--- config.mk ---
export PLATFORM = sky130hd
export DESIGN_NAME = mcp3x0x_scanner
export DESIGN_NICKNAME = d
export VERILOG_FILES = /design/src/rtl/mcp3x0x_pkg.sv /design/src/rtl/mcp3x0x_spi_frame.sv /design/src/rtl/mcp3x0x_scanner.sv
export SDC_FILE = /design/constraint.sdc
export NUM_CORES = 1
export LEC_CHECK = 0
export ABC_AREA = 0
export CORE_MARGIN = 3
export CORE_UTILIZATION = 50
export DETAILED_ROUTE_END_ITERATION = 12
export PLACE_DENSITY = 0.7
export SYNTH_ARGS = -nofsm -noshare
export SYNTH_HDL_FRONTEND = slang
export SYNTH_HIERARCHICAL = 1
export SYNTH_SLANG_ARGS = --single-unit
--- constraint.sdc ---
create_clock -name clk_i -period 3.3 [get_ports clk_i]
set_input_delay 0.33 -clock clk_i [delete_from_list [all_inputs] [get_ports clk_i]]
set_output_delay 0.33 -clock clk_i [all_outputs]
set_load 0.01 [all_outputs]
--- src/rtl/mcp3x0x_pkg.sv ---
// Shared types and constants for the MCP3x0x scanning controller.
package mcp3x0x_pkg;

  typedef enum logic [1:0] {
    ST_IDLE,
    ST_CS_SETUP,
    ST_SHIFT,
    ST_CS_HOLD
  } state_t;

  localparam logic        START_BIT = 1'b1;
  localparam int unsigned CHN_W     = 3;

  // SPI clocks per frame: 5 command bits, sample period, null bit, data bits
  function automatic int unsigned frame_len(input int unsigned res_bits);
    return 7 + res_bits;
  endfunction

endpackage

--- src/rtl/mcp3x0x_spi_frame.sv ---
// One MCP3x0x SPI transaction: CS setup, command/data shift, CS hold.
module mcp3x0x_spi_frame
  import mcp3x0x_pkg::*;
#(
  parameter int unsigned RES_BITS = 10
) (
  input  logic                clk_i,
  input  logic                rst_i,
  input  logic                ena_i,
  input  logic                go_i,
  input  logic [CHN_W-1:0]    chn_i,
  input  logic                single_i,
  output logic                done_o,
  output logic                frame_end_o,
  output logic [RES_BITS-1:0] result_o,
  output logic                ad_ncs_o,
  output logic                ad_clk_o,
  output logic                ad_din_o,
  input  logic                ad_dout_i
);

  localparam int unsigned FRAME   = frame_len(RES_BITS);
  localparam logic [5:0]  H_LAST  = 6'(2 * FRAME - 1);
  localparam logic [4:0]  S_FIRST = 5'd7;
  localparam logic [4:0]  S_LAST  = 5'(6 + RES_BITS);

  state_t              state;
  logic [5:0]          half;
  logic                hold;
  logic [CHN_W-1:0]    chn_q;
  logic                single_q;
  logic [RES_BITS-1:0] sreg;

  // done fires on the last SHIFT tick so the result is registered by the
  // parent on the same edge that enters CS_HOLD.
  assign done_o      = (state == ST_SHIFT) && ena_i && (half == H_LAST);
  assign frame_end_o = (state == ST_CS_HOLD) && ena_i && hold;
  assign result_o    = sreg;

  always_ff @(posedge clk_i or posedge rst_i) begin
    if (rst_i) begin
      state    <= ST_IDLE;
      half     <= '0;
      hold     <= 1'b0;
      chn_q    <= '0;
      single_q <= 1'b0;
      sreg     <= '0;
      ad_ncs_o <= 1'b1;
      ad_clk_o <= 1'b0;
      ad_din_o <= 1'b0;
    end else begin
      unique case (state)
        ST_IDLE: begin
          if (go_i) begin
            state    <= ST_CS_SETUP;
            ad_ncs_o <= 1'b0;
            chn_q    <= chn_i;
            single_q <= single_i;
          end
        end
        ST_CS_SETUP: begin
          if (ena_i) begin
            state    <= ST_SHIFT;
            half     <= '0;
            ad_din_o <= START_BIT;
          end
        end
        ST_SHIFT: begin
          if (ena_i) begin
            ad_clk_o <= ~ad_clk_o;
            half     <= half + 6'd1;
            // even half-bits are rising edges of clock half/2+1
            if (!half[0]) begin
              if (half[5:1] >= S_FIRST && half[5:1] <= S_LAST)
                sreg <= {sreg[RES_BITS-2:0], ad_dout_i};
            end else begin
              unique case (half[5:1])
                5'd0:    ad_din_o <= single_q;
                5'd1:    ad_din_o <= chn_q[2];
                5'd2:    ad_din_o <= chn_q[1];
                5'd3:    ad_din_o <= chn_q[0];
                default: ad_din_o <= 1'b0;
              endcase
            end
            if (half == H_LAST) begin
              state    <= ST_CS_HOLD;
              hold     <= 1'b0;
              ad_ncs_o <= 1'b1;
            end
          end
        end
        ST_CS_HOLD: begin
          if (ena_i) begin
            if (!hold) begin
              hold <= 1'b1;
            end else if (go_i) begin
              state    <= ST_CS_SETUP;
              ad_ncs_o <= 1'b0;
              chn_q    <= chn_i;
              single_q <= single_i;
            end else begin
              state <= ST_IDLE;
            end
          end
        end
        default: state <= ST_IDLE;
      endcase
    end
  end

endmodule

--- src/rtl/mcp3x0x_scanner.sv ---
// MCP3004/3008/3204/3208 controller: single conversions, channel scans, result bank.
module mcp3x0x_scanner
  import mcp3x0x_pkg::*;
#(
  parameter int unsigned RES_BITS   = 10,
  parameter int unsigned N_CHN      = 8,
  parameter bit          FULL_RESET = 1'b1
) (
  input  logic                clk_i,
  input  logic                rst_i,
  input  logic                start_i,
  input  logic                scan_i,
  input  logic                cont_i,
  input  logic [CHN_W-1:0]    chn_i,
  input  logic                single_i,
  input  logic                ena_i,
  output logic                busy_o,
  output logic                eoc_o,
  output logic                eos_o,
  output logic [RES_BITS-1:0] data_o,
  output logic [CHN_W-1:0]    chn_o,
  input  logic [CHN_W-1:0]    rd_chn_i,
  output logic [RES_BITS-1:0] rd_data_o,
  output logic                ad_ncs_o,
  output logic                ad_clk_o,
  output logic                ad_din_o,
  input  logic                ad_dout_i
);

  localparam int unsigned      IDX_W    = (N_CHN > 4) ? 3 : 2;
  localparam logic [CHN_W:0]   N_CHN_L  = 4'(N_CHN);
  localparam logic [CHN_W-1:0] LAST_CHN = 3'(N_CHN - 1);

  logic                scan_q;
  logic                single_q;
  logic                more_q;
  logic [CHN_W-1:0]    cur_chn;
  logic                accept;
  logic                f_go;
  logic [CHN_W-1:0]    f_chn;
  logic                f_single;
  logic                f_done;
  logic                f_end;
  logic [RES_BITS-1:0] f_result;
  logic [RES_BITS-1:0] bank [N_CHN];

  assign accept   = !busy_o && start_i && (scan_i || ({1'b0, chn_i} < N_CHN_L));
  // A fresh request bypasses the latches so the frame starts on the accept edge.
  assign f_go     = accept || more_q;
  assign f_chn    = accept ? (scan_i ? '0 : chn_i) : cur_chn;
  assign f_single = accept ? single_i : single_q;

  mcp3x0x_spi_frame #(
    .RES_BITS(RES_BITS)
  ) u_frame (
    .clk_i      (clk_i),
    .rst_i      (rst_i),
    .ena_i      (ena_i),
    .go_i       (f_go),
    .chn_i      (f_chn),
    .single_i   (f_single),
    .done_o     (f_done),
    .frame_end_o(f_end),
    .result_o   (f_result),
    .ad_ncs_o   (ad_ncs_o),
    .ad_clk_o   (ad_clk_o),
    .ad_din_o   (ad_din_o),
    .ad_dout_i  (ad_dout_i)
  );

  always_ff @(posedge clk_i or posedge rst_i) begin
    if (rst_i) begin
      busy_o   <= 1'b0;
      eoc_o    <= 1'b0;
      eos_o    <= 1'b0;
      scan_q   <= 1'b0;
      single_q <= 1'b0;
      more_q   <= 1'b0;
      cur_chn  <= '0;
    end else begin
      eoc_o <= f_done;
      eos_o <= f_done && scan_q && (cur_chn == LAST_CHN);
      if (accept) begin
        busy_o   <= 1'b1;
        scan_q   <= scan_i;
        single_q <= single_i;
        cur_chn  <= scan_i ? '0 : chn_i;
        more_q   <= 1'b0;
      end
      // cont_i is only consulted when the last channel of a scan completes
      if (f_done) begin
        if (scan_q && ((cur_chn != LAST_CHN) || cont_i)) begin
          more_q  <= 1'b1;
          cur_chn <= (cur_chn == LAST_CHN) ? '0 : cur_chn + 3'd1;
        end else begin
          more_q <= 1'b0;
        end
      end
      if (f_end && !more_q)
        busy_o <= 1'b0;
    end
  end

  if (FULL_RESET) begin : g_full_rst
    always_ff @(posedge clk_i or posedge rst_i) begin
      if (rst_i) begin
        data_o <= '0;
        chn_o  <= '0;
        bank   <= '{default: '0};
      end else if (f_done) begin
        data_o                    <= f_result;
        chn_o                     <= cur_chn;
        bank[cur_chn[IDX_W-1:0]]  <= f_result;
      end
    end
  end else begin : g_no_data_rst
    always_ff @(posedge clk_i) begin
      if (f_done) begin
        data_o                    <= f_result;
        chn_o                     <= cur_chn;
        bank[cur_chn[IDX_W-1:0]]  <= f_result;
      end
    end
  end

  assign rd_data_o = ({1'b0, rd_chn_i} < N_CHN_L) ? bank[rd_chn_i[IDX_W-1:0]] : '0;

endmodule

==> flow_summary.ini <==
[place]
gp_routability_congestion = 0.8166
dp.cells = 575
placement.io_buffers = 42
place_area_sq_mm = 0.006570
hpwl_um = 7409

[power]
clockPowerShare_pct = 47.5
p_leak_nw = 3.480
pwr_cell_area_mw_per_mm2 = 625.3
comb_power_share_pct = 12.5
p_switching_mw = 1.092
internal_power_mw = 3.448
power.total_mw = 4.539
irDropWorstVdd_v = 0.0004736
power_switching_share_pct = 24.05
seq_power_share_pct = 40.1

[detailed_routing]
detailroute.via_count = 3457
initialDrtViolationCount = 112
route.final.wire_length_um = 11650
detailedRoute.firstPassIterationCount = 6
vias_per_cell = 5.695
ant_nets = 0
wl_per_cell_um = 19.19
drc_viols = 0

[synthesis]
netlist-cell-type-count = 48
yosysWarnings = 6
async_reset_ff_share_pct = 100.0
syn_inst = 397
synth-edff-count = 0
synth.top_cells.by_area = sky130_fd_sc_hd__dfrtp_1 53%, sky130_fd_sc_hd__mux2_2 21%, sky130_fd_sc_hd__mux4_2 5.7%
yosys.cell_count.top_type = sky130_fd_sc_hd__dfrtp_1
ys_seq_elements = 128
seq_area_frac_synth_pct = 53.67
synth_top_flop_cell = sky130_fd_sc_hd__dfrtp_1
synthesis.area_per_instance_sq_um = 15.04
mappedNetlistArea_sq_mm = 0.005971
post-synth-top-area-cell = sky130_fd_sc_hd__dfrtp_1
post_syn_nets = 421
yosysTopAreaCellShare_pct = 53.23
synth_top_cells_by_count = 127 x sky130_fd_sc_hd__dfrtp_1, 110 x sky130_fd_sc_hd__mux2_2, 15 x sky130_fd_sc_hd__mux2_1, 15 x sky130_fd_sc_hd__mux4_2, 12 x sky130_fd_sc_hd__nand2_1

[cts]
cts_buffers = 17
clk_pin_slew_ps = 60
clock_sink_count = 128
cts_max_path_buffers = 2
cts.repair.resized = 0
htree_num_levels = 4
cts_tree = yes
post_cts_buffers = 0
ctsRootBufferMaster = sky130_fd_sc_hd__clkbuf_16
clkLatencyLatePin_ps = 410
cts_hold_buf = 0

[grt]
total_overflow_reported_by_the_global_router = 0
grt_pass1_wl_um = 19790
vias_in_the_first_global_route = 3758
grt_antenna_before_repair = 0
largest_net_degree_at_the_start_of_global_routing = 56
groute.usage.overall_pct = 19.75

[worst_setup_path]
regToRegEndpoint = bank[51]$_DFFE_PP0P_
critPathRequiredTime_ps = 2970
timing.setup.critical_path_class = input port to output pin
cell_by_cell_trace_of_the_critical_path = clkdlybuf4s50_1 > buf_12 > mux4_1 > mux2_2 > clkdlybuf4s50_1
regToRegStartpoint = u_frame/state[0]$_DFFE_PP0P_
worstRegToRegCells = 8
data_arrival_time_of_the_worst_path_ps = 2380
combined_buffer_and_inverter_count_along_the_critical_path = 3
cp_max_fo = 20
critPathTopFamily = buffers and inverters
cp_slowest_stage_delay_ps = 560
critical_path.endpoint_type = output pin
ff2ff_setup_slack_ps = 660
worst_path_most_repeated_cell = sky130_fd_sc_hd__clkdlybuf4s50_1
critical_path.startpoint_type = input port
critPathSlowestCell = sky130_fd_sc_hd__mux4_1

[job]
maxCapViolations = 0

[sta]
report.final.setup_viol = 0
maxClockFrequency_mhz = 369.4
grt_setup_unrepaired = false
maxSlewHeadroom_pct = 31.53
worst_slew_pin_slew_ps = 1026
finalMaxSlewViolations = 0
finalCritPeriodShare_pct = 82.04
finalHoldWorstSlack_ps = 398.1
timing.clock.skew_ps = 8.137
hold_violations = 0
totalNegativeSetupSlack_ps = 0
final.min_clock_period_ps = 2707

[final_layout]
syn2layout_area_growth_pct = 21.58
diodes = 0
final_design_area_no_fill_sq_mm = 0.007259
non_filler_instance_count_after_layout = 607
layout-drive-gt1-share_pct = 39.87
finish.net_count = 475

[floorplanning]
design.die.area_sq_mm = 0.01329
ios = 43
std_cell_rows = 39
die_x_um = 115.3
fp.coreArea_sq_mm = 0.01156
die_h_um = 115.3
floorplan.initialDensity_pct = 51.63

[min_path]
worstHoldPathType = input port to async pin

[status]
outcome = complete, no violations
==> worst register-to-register path, cell delays in order, from the launching register on <==
cell	delay, ps
sky130_fd_sc_hd__dfrtp_1	430
sky130_fd_sc_hd__inv_1	140
sky130_fd_sc_hd__ha_1	380
sky130_fd_sc_hd__nand2_1	260
sky130_fd_sc_hd__nor2_2	400
sky130_fd_sc_hd__nand2b_4	110
sky130_fd_sc_hd__nor3b_1	210
sky130_fd_sc_hd__buf_4	240
sky130_fd_sc_hd__mux2_2	350
==> cell families (layout without fill, tap and decap cells) <==
logic type      count (synthesis)  after routing  share of synthesized area [%]
compound gates                 26             26                          2.934
xor+xnor                        1              1                         0.1467
fa+ha+maj                      10             10                          2.096
buf+inv                        30             97                          2.703
flops                         128            128                          53.67
mux                           150            150                          32.54
simple gates                   52             52                          5.909
==> layer usage <==
layer  global-route usage [%]  part of all wire [%]
met5                        0                     0
met4                    6.964                   1.6
met3                    4.947                   3.8
met2                    29.98                    46
met1                    27.94                    48
==> sequential cells by signal (all words and copies together), names as in the netlist <==
signal / cells
busy_o: 1
bank: 80
u_frame/hold: 1
u_frame/ad_ncs_o: 1
u_frame/state: 2
more_q: 1
u_frame/half: 6
u_frame/ad_clk_o: 1
u_frame/result_o: 10
eos_o: 1
eoc_o: 1
scan_q: 1
u_frame/chn_q: 3
chn_o: 3
u_frame/ad_din_o: 1
single_q: 1
data_o: 10
u_frame/single_q: 1
cur_chn: 3
==> how the worst max path moves through the flow <==
stage                                             from                    to  slack [ps]  cells past startpoint
after global routing      u_frame/state[0]$_DFFE_PP0P_  bank[33]$_DFFE_PP0P_         400                      8
after floorplan                                  rst_i   bank[0]$_DFFE_PP0P_         290                      1
after detailed placement                         ena_i  bank[37]$_DFFE_PP0P_         520                      7
after global placement                           ena_i  bank[30]$_DFFE_PP0P_         560                      7
after CTS                                  rd_chn_i[0]          rd_data_o[7]         570                      5
final                                      rd_chn_i[0]          rd_data_o[7]         590                      5
==> cell type report <==
| type | instances | area (sq um) |
|---|---|---|
| fillers | 844 | 4305 |
| flip-flops and latches | 128 | 3204 |
| multi-input cells | 239 | 2608 |
| repair buffers | 54 | 535.5 |
| clock buffers | 23 | 488.0 |
| clock inverters | 9 | 201.4 |
| well taps | 143 | 178.9 |
| inverters | 11 | 43.79 |
==> layout by cell type (no fill, tap or decap), drive strengths merged, types with 2 or more instances in the layout <==
master	instances
a21oi	8
mux4	21
nand3	4
nand4b	2
mux2i	4
dfrtp	127
clkbuf	23
nand4	3
and3	3
nor3b	2
clkdlybuf4s50	42
inv	11
nor2b	4
nand2	14
ha	10
buf	12
a22o	2
nand2b	5
nor3	6
o21ai	8
bufinv	6
mux2	125
nor2	6
clkinv	2
==> stage by stage <==
stage	setup slack [ps]	utilization, %
floorplan	294.5	-
global placement	557.0	56.81
detailed placement	517.1	56.81
CTS	566.6	62.77
global route	404.2	62.77
finish	592.7	62.77
==> power groups by stage <==
| stage | Combinational (mW) | Sequential (mW) | Clock, mW |
|---|---|---|---|
| 4_1_cts | 0.573 | 1.82 | 2.19 |
| 3_3_place_gp | 0.552 | 1.84 | 0 |
| 5_1_grt | 0.636 | 1.84 | 2.26 |
| 6_report | 0.565 | 1.82 | 2.15 |
| 3_5_place_dp | 0.573 | 1.85 | 0 |
| 2_1_floorplan | 0.484 | 1.77 | 0 |
(Power assumes the default switching activity.)
==> patch 1: new RTL, same flow settings <==
`N_CHN`: 8 -> 4.
--- a/src/rtl/mcp3x0x_scanner.sv
+++ b/src/rtl/mcp3x0x_scanner.sv
@@ -4,5 +4,5 @@
 #(
   parameter int unsigned RES_BITS   = 10,
-  parameter int unsigned N_CHN      = 8,
+  parameter int unsigned N_CHN      = 4,
   parameter bit          FULL_RESET = 1'b1
 ) (
Behaviour: not the same (Yosys sat finds a counterexample within 4 cycles, from zero or initial values and one cycle with rst_i high).
==> patch 1 against the unedited design <==
Sequential power down 30%; combinational power is 4.1% lower; critical path depth fell by 1; largest cell class unchanged; power is 44% lower; worst setup slack gained 67 ps; area after synthesis is 31% lower; clock power is 67% lower; routed wire length shrank 34%; core utilization decreased by 1.1 points; sequential cell count fell by 40; final area down 33%; via count is 25% lower; highest routed layer unchanged.
==> patch 1: results (changes against the unedited design) <==
| Metric | Value |
|---|---|
| Post-DP HPWL | 5450 um (was 7410 um) |
| R2R Setup Slk | 830 ps (was 660 ps) |
| RR Endpoint | bank[31] (was bank[51]) |
| Cell Area, Placed | 4680 um2 (was 6570 um2) |
| Clk root buf | clkbuf_8 (was clkbuf_16) |
| Arrival time at the worst endpoint | 2310 ps (was 2380 ps) |
| Worst setup path endpoint | rd_data_o[5] (was rd_data_o[7]) |
| Most frequent cells after synthesis | dfrtp_1 (87), mux2_2 (56), nand2_1 (16) (was dfrtp_1 (127), mux2_2 (110), mux2_1 (15), mux4_2 (15), nand2_1 (12)) |
| CP max FO | 8 (was 20) |
| Clock transition at path regs | 90 ps (was 60 ps) |
| Slew HR | 0.345 (was 0.315) |
| Largest net degree at the start of global routing | 33 (was 56) |
| Status | finished, final reports clean (unchanged) |
| Clk_lat worst skew | 350 ps (was 410 ps) |
| Placed cells | 447 (was 575) |
| CTS Buf Count | 9 (was 17) |
| Iteration-0 DRC Markers | 82 (was 112) |
| Maximum VDD drop | 307 uV (was 474 uV) |
| Vias per Instance | 5.56 (was 5.70) |
| Wire length per cell | 16.6 um (was 19.2 um) |
| Max reg flops | 40 (was 80) |
| Layout cell share with drive strength beyond 1 | 0.280 (was 0.399) |
| Post-CTS Resized | 0 (unchanged) |
| Skew final | 17.3 ps (was 8.14 ps) |
| Nets | 382 (was 475) |
| H-tree Lvls | 3 (was 4) |
| Post-Syn Instances | 306 (was 397) |
| GRT Overall Usage | 0.173 (was 0.198) |
| Static Leak | 2.29 nW (was 3.48 nW) |
| Gpl congestion | 0.807 (was 0.817) |
| Reg2reg path depth | 7 (was 8) |
| DR pass1 iterations | 4 (was 6) |
| Achievable frequency | 379 MHz (was 369 MHz) |
| First-pass GRT wire length | 13300 um (was 19800 um) |
-- patch 1: how the worst min path moves through the flow --
stage,startpoint,endpoint,slack [ps],cells past startpoint
3_3_place_gp,u_frame/ad_clk_o,u_frame/ad_clk_o,460,1
6_report,rst_i,data_o[5],250,2
5_1_grt,rst_i,data_o[5],250,2
3_5_place_dp,u_frame/ad_clk_o,u_frame/ad_clk_o,460,1
2_1_floorplan,rst_i,u_frame/ad_clk_o,370,1
4_1_cts,rst_i,data_o[5],240,2
-- patch 1: layer usage --
metal | share of wire | up-vias | GRT usage
li1 | - | 1204 | -
met1 | 0.48 | 1304 | 0.250
met2 | 0.47 | 60 | 0.269
met3 | 0.036 | 8 | 0.0359
met4 | 0.0091 | 0 | 0.0486
met5 | 0 | - | 0
-- patch 1: kinds of logic after synthesis --
kind of cell | after synthesis | synth area share
AND/OR/NAND/NOR | 68 | 0.0912
multiplexers | 86 | 0.263
flip-flops | 88 | 0.532
XOR/XNOR | 1 | 0.00211
buffers and inverters | 18 | 0.0235
adder cells (fa/ha/maj) | 12 | 0.0362
AO/OA/AOI/OAI | 33 | 0.0522
-- patch 1: cell type report --
class,count,area [um2]
multi-input cells,200,1850
clock buffers,11,151
flip-flops and latches,88,2200
well taps,102,128
fillers,633,3020
repair buffers,48,465
inverters,9,33.8
clock inverters,5,37.5
-- patch 1: power by group --
| group | internal, mW | switching (mW) |
|---|---|---|
| sequential | 1.17 | 0.104 |
| clock | 0.319 | 0.398 |
| combinational | 0.262 | 0.280 |
-- patch 1: worst max-delay path: stages --
cell	delay (ps)
clkdlybuf4s50_1	770
mux4_2	570
nor2b_1	150
clkdlybuf4s50_1	490
==> patch 2: new RTL, same settings <==
Without the edit above. Register the input `ena_i` before use, cleared by the reset. The logic sees it one clock later. The other inputs are not delayed to match.
--- a/src/rtl/mcp3x0x_scanner.sv
+++ b/src/rtl/mcp3x0x_scanner.sv
@@ -32,4 +32,14 @@
   localparam logic [CHN_W-1:0] LAST_CHN = 3'(N_CHN - 1);
 
+  logic ena_q;
+
+  always_ff @(posedge clk_i or posedge rst_i) begin
+    if (rst_i) begin
+      ena_q <= '0;
+    end else begin
+      ena_q <= ena_i;
+    end
+  end
+
   logic                scan_q;
   logic                single_q;
@@ -56,5 +66,5 @@
     .clk_i      (clk_i),
     .rst_i      (rst_i),
-    .ena_i      (ena_i),
+    .ena_i      (ena_q),
     .go_i       (f_go),
     .chn_i      (f_chn),
Function: changed (Yosys sat finds a counterexample within 4 cycles, from zero or initial values and one cycle with rst_i high).
==> patch 2 against the unedited design <==
Routed wire length barely moved; final area down 0.53%; area after synthesis increased by 0.21%; worst setup slack got worse by 220 ps; register-to-register slack got worse by 290 ps; core utilization decreased by 0.34 points; sequential cell count rose by 1; critical endpoint is now bank[40]; final cell count shrank 0.16%; synthesized cell count unchanged; largest cell class unchanged; via count shrank 1.2%; power is 3.6% lower.
==> patch 2: results (changes against the unedited design) <==
| Metric | Value |
|---|---|
| Status | finished, final reports clean (unchanged) |
| Met3 WL | 423 um (was 440 um) |
| Cell variety after synth | 50 (was 48) |
| Synth Area in Compound Gates | 0.0286 (was 0.0293) |
| First-pass GRT wire length | 19400 um (was 19800 um) |
| Met2 routed WL | 5590 um (was 5410 um) |
| Slowest cell delay on critical path | 590 ps (was 560 ps) |
| Post-CTS Resized | 0 (unchanged) |
| R2R Setup Slk | 370 ps (was 660 ps) |
| Global routing usage on met1 | 0.267 (was 0.279) |
| GRT Overall Usage | 0.192 (was 0.198) |
| Arrival time at the worst endpoint | 3220 ps (was 2380 ps) |
| Worst slew pin tran | 1070 ps (was 1030 ps) |
| Wire length per cell | 19.2 um (about the same) |
| Non-clk bufs | 52 (was 54) |
| Most frequent cells after synthesis | dfrtp_1 (128), mux2_2 (99), mux4_2 (20) (was dfrtp_1 (127), mux2_2 (110), mux2_1 (15), mux4_2 (15), nand2_1 (12)) |
| ClkCell Share | 0.0882 (was 0.0950) |
| Maximum VDD drop | 571 uV (was 474 uV) |
| GR Util met2 | 0.296 (was 0.300) |
| Vias per Instance | 5.64 (was 5.70) |
| Final hold slack | 359 ps (was 398 ps) |
| Placed cells | 574 (was 575) |
| Sinks on Clock Net | 129 (was 128) |
| Vias post-DR | 3415 (was 3457) |
| Hold WC Path Type | in -> reg (was in -> async) |
| Crit-path slowest cell | nand4b_1 (was mux4_1) |
| Register area | 3230 um2 (was 3200 um2) |
| Crit path from | u_frame/state[0] (was rd_chn_i[0]) |
| XOR/XNOR share of the synthesized area | 0.00146 (was 0.00147) |
| Footprint of the multi-input gates | 2610 um2 (about the same) |
| Reg2reg path depth | 7 (was 8) |
| Skew final | 6.48 ps (was 8.14 ps) |
| DRT met1 WL | 5520 um (was 5610 um) |
| Fill cells | 877 (was 844) |
| Layout cell share with drive strength beyond 1 | 0.410 (was 0.399) |
| Static Leak | 3.44 nW (was 3.48 nW) |
| Post-Synth Adder-Cell Area | 0.0209 (was 0.0210) |
| Worst setup path endpoint | bank[40] (was rd_data_o[7]) |
| Nets | 474 (was 475) |
| Syn_area_per_cell | 15.1 um2 (was 15.0 um2) |
| # clk buffers | 19 (was 23) |
| DR pass1 iterations | 5 (was 6) |
| Non-clk buf share | 0.0721 (was 0.0738) |
| Gpl congestion | 0.809 (was 0.817) |
| Place WS | 355 ps (was 517 ps) |
| M3 GR Usage | 0.0526 (was 0.0495) |
| Largest net degree at the start of global routing | 55 (was 56) |
| Share of the clock period used by the worst path | 0.888 (was 0.820) |
| Post-DP HPWL | 7470 um (was 7410 um) |
==> patch 2: changes by cell type in the layout (fill, tap and decap cells not counted), moves of 5 or more <==
cell and change:
mux2_2 -11, mux4_2 +5, mux4_1 -5, mux2_4 +10
==> patch 2: stage by stage <==
stage | instance area, um2 | total power, mW
6_report | 7220 | 4.38
5_1_grt | 7220 | 4.57
4_1_cts | 7220 | 4.42
3_5_place_dp | 6580 | 2.42
3_3_place_gp | 6580 | 2.40
2_1_floorplan | 5980 | 2.27
==> patch 2: logic make-up (layout without fill, tap and decap cells) <==
group	count (synthesis)	in the layout
mux	150	150
compound gates	26	26
xor+xnor	1	1
fa+ha+maj	10	10
flops	129	129
simple gates	52	52
buf+inv	29	95
==> patch 2: report_power, final <==
part | total (mW) | switching [mW] | internal [mW]
combinational | 0.567 | 0.291 | 0.276
clock | 1.99 | 0.684 | 1.30
sequential | 1.82 | 0.137 | 1.68
total | 4.38 | 1.11 | 3.26
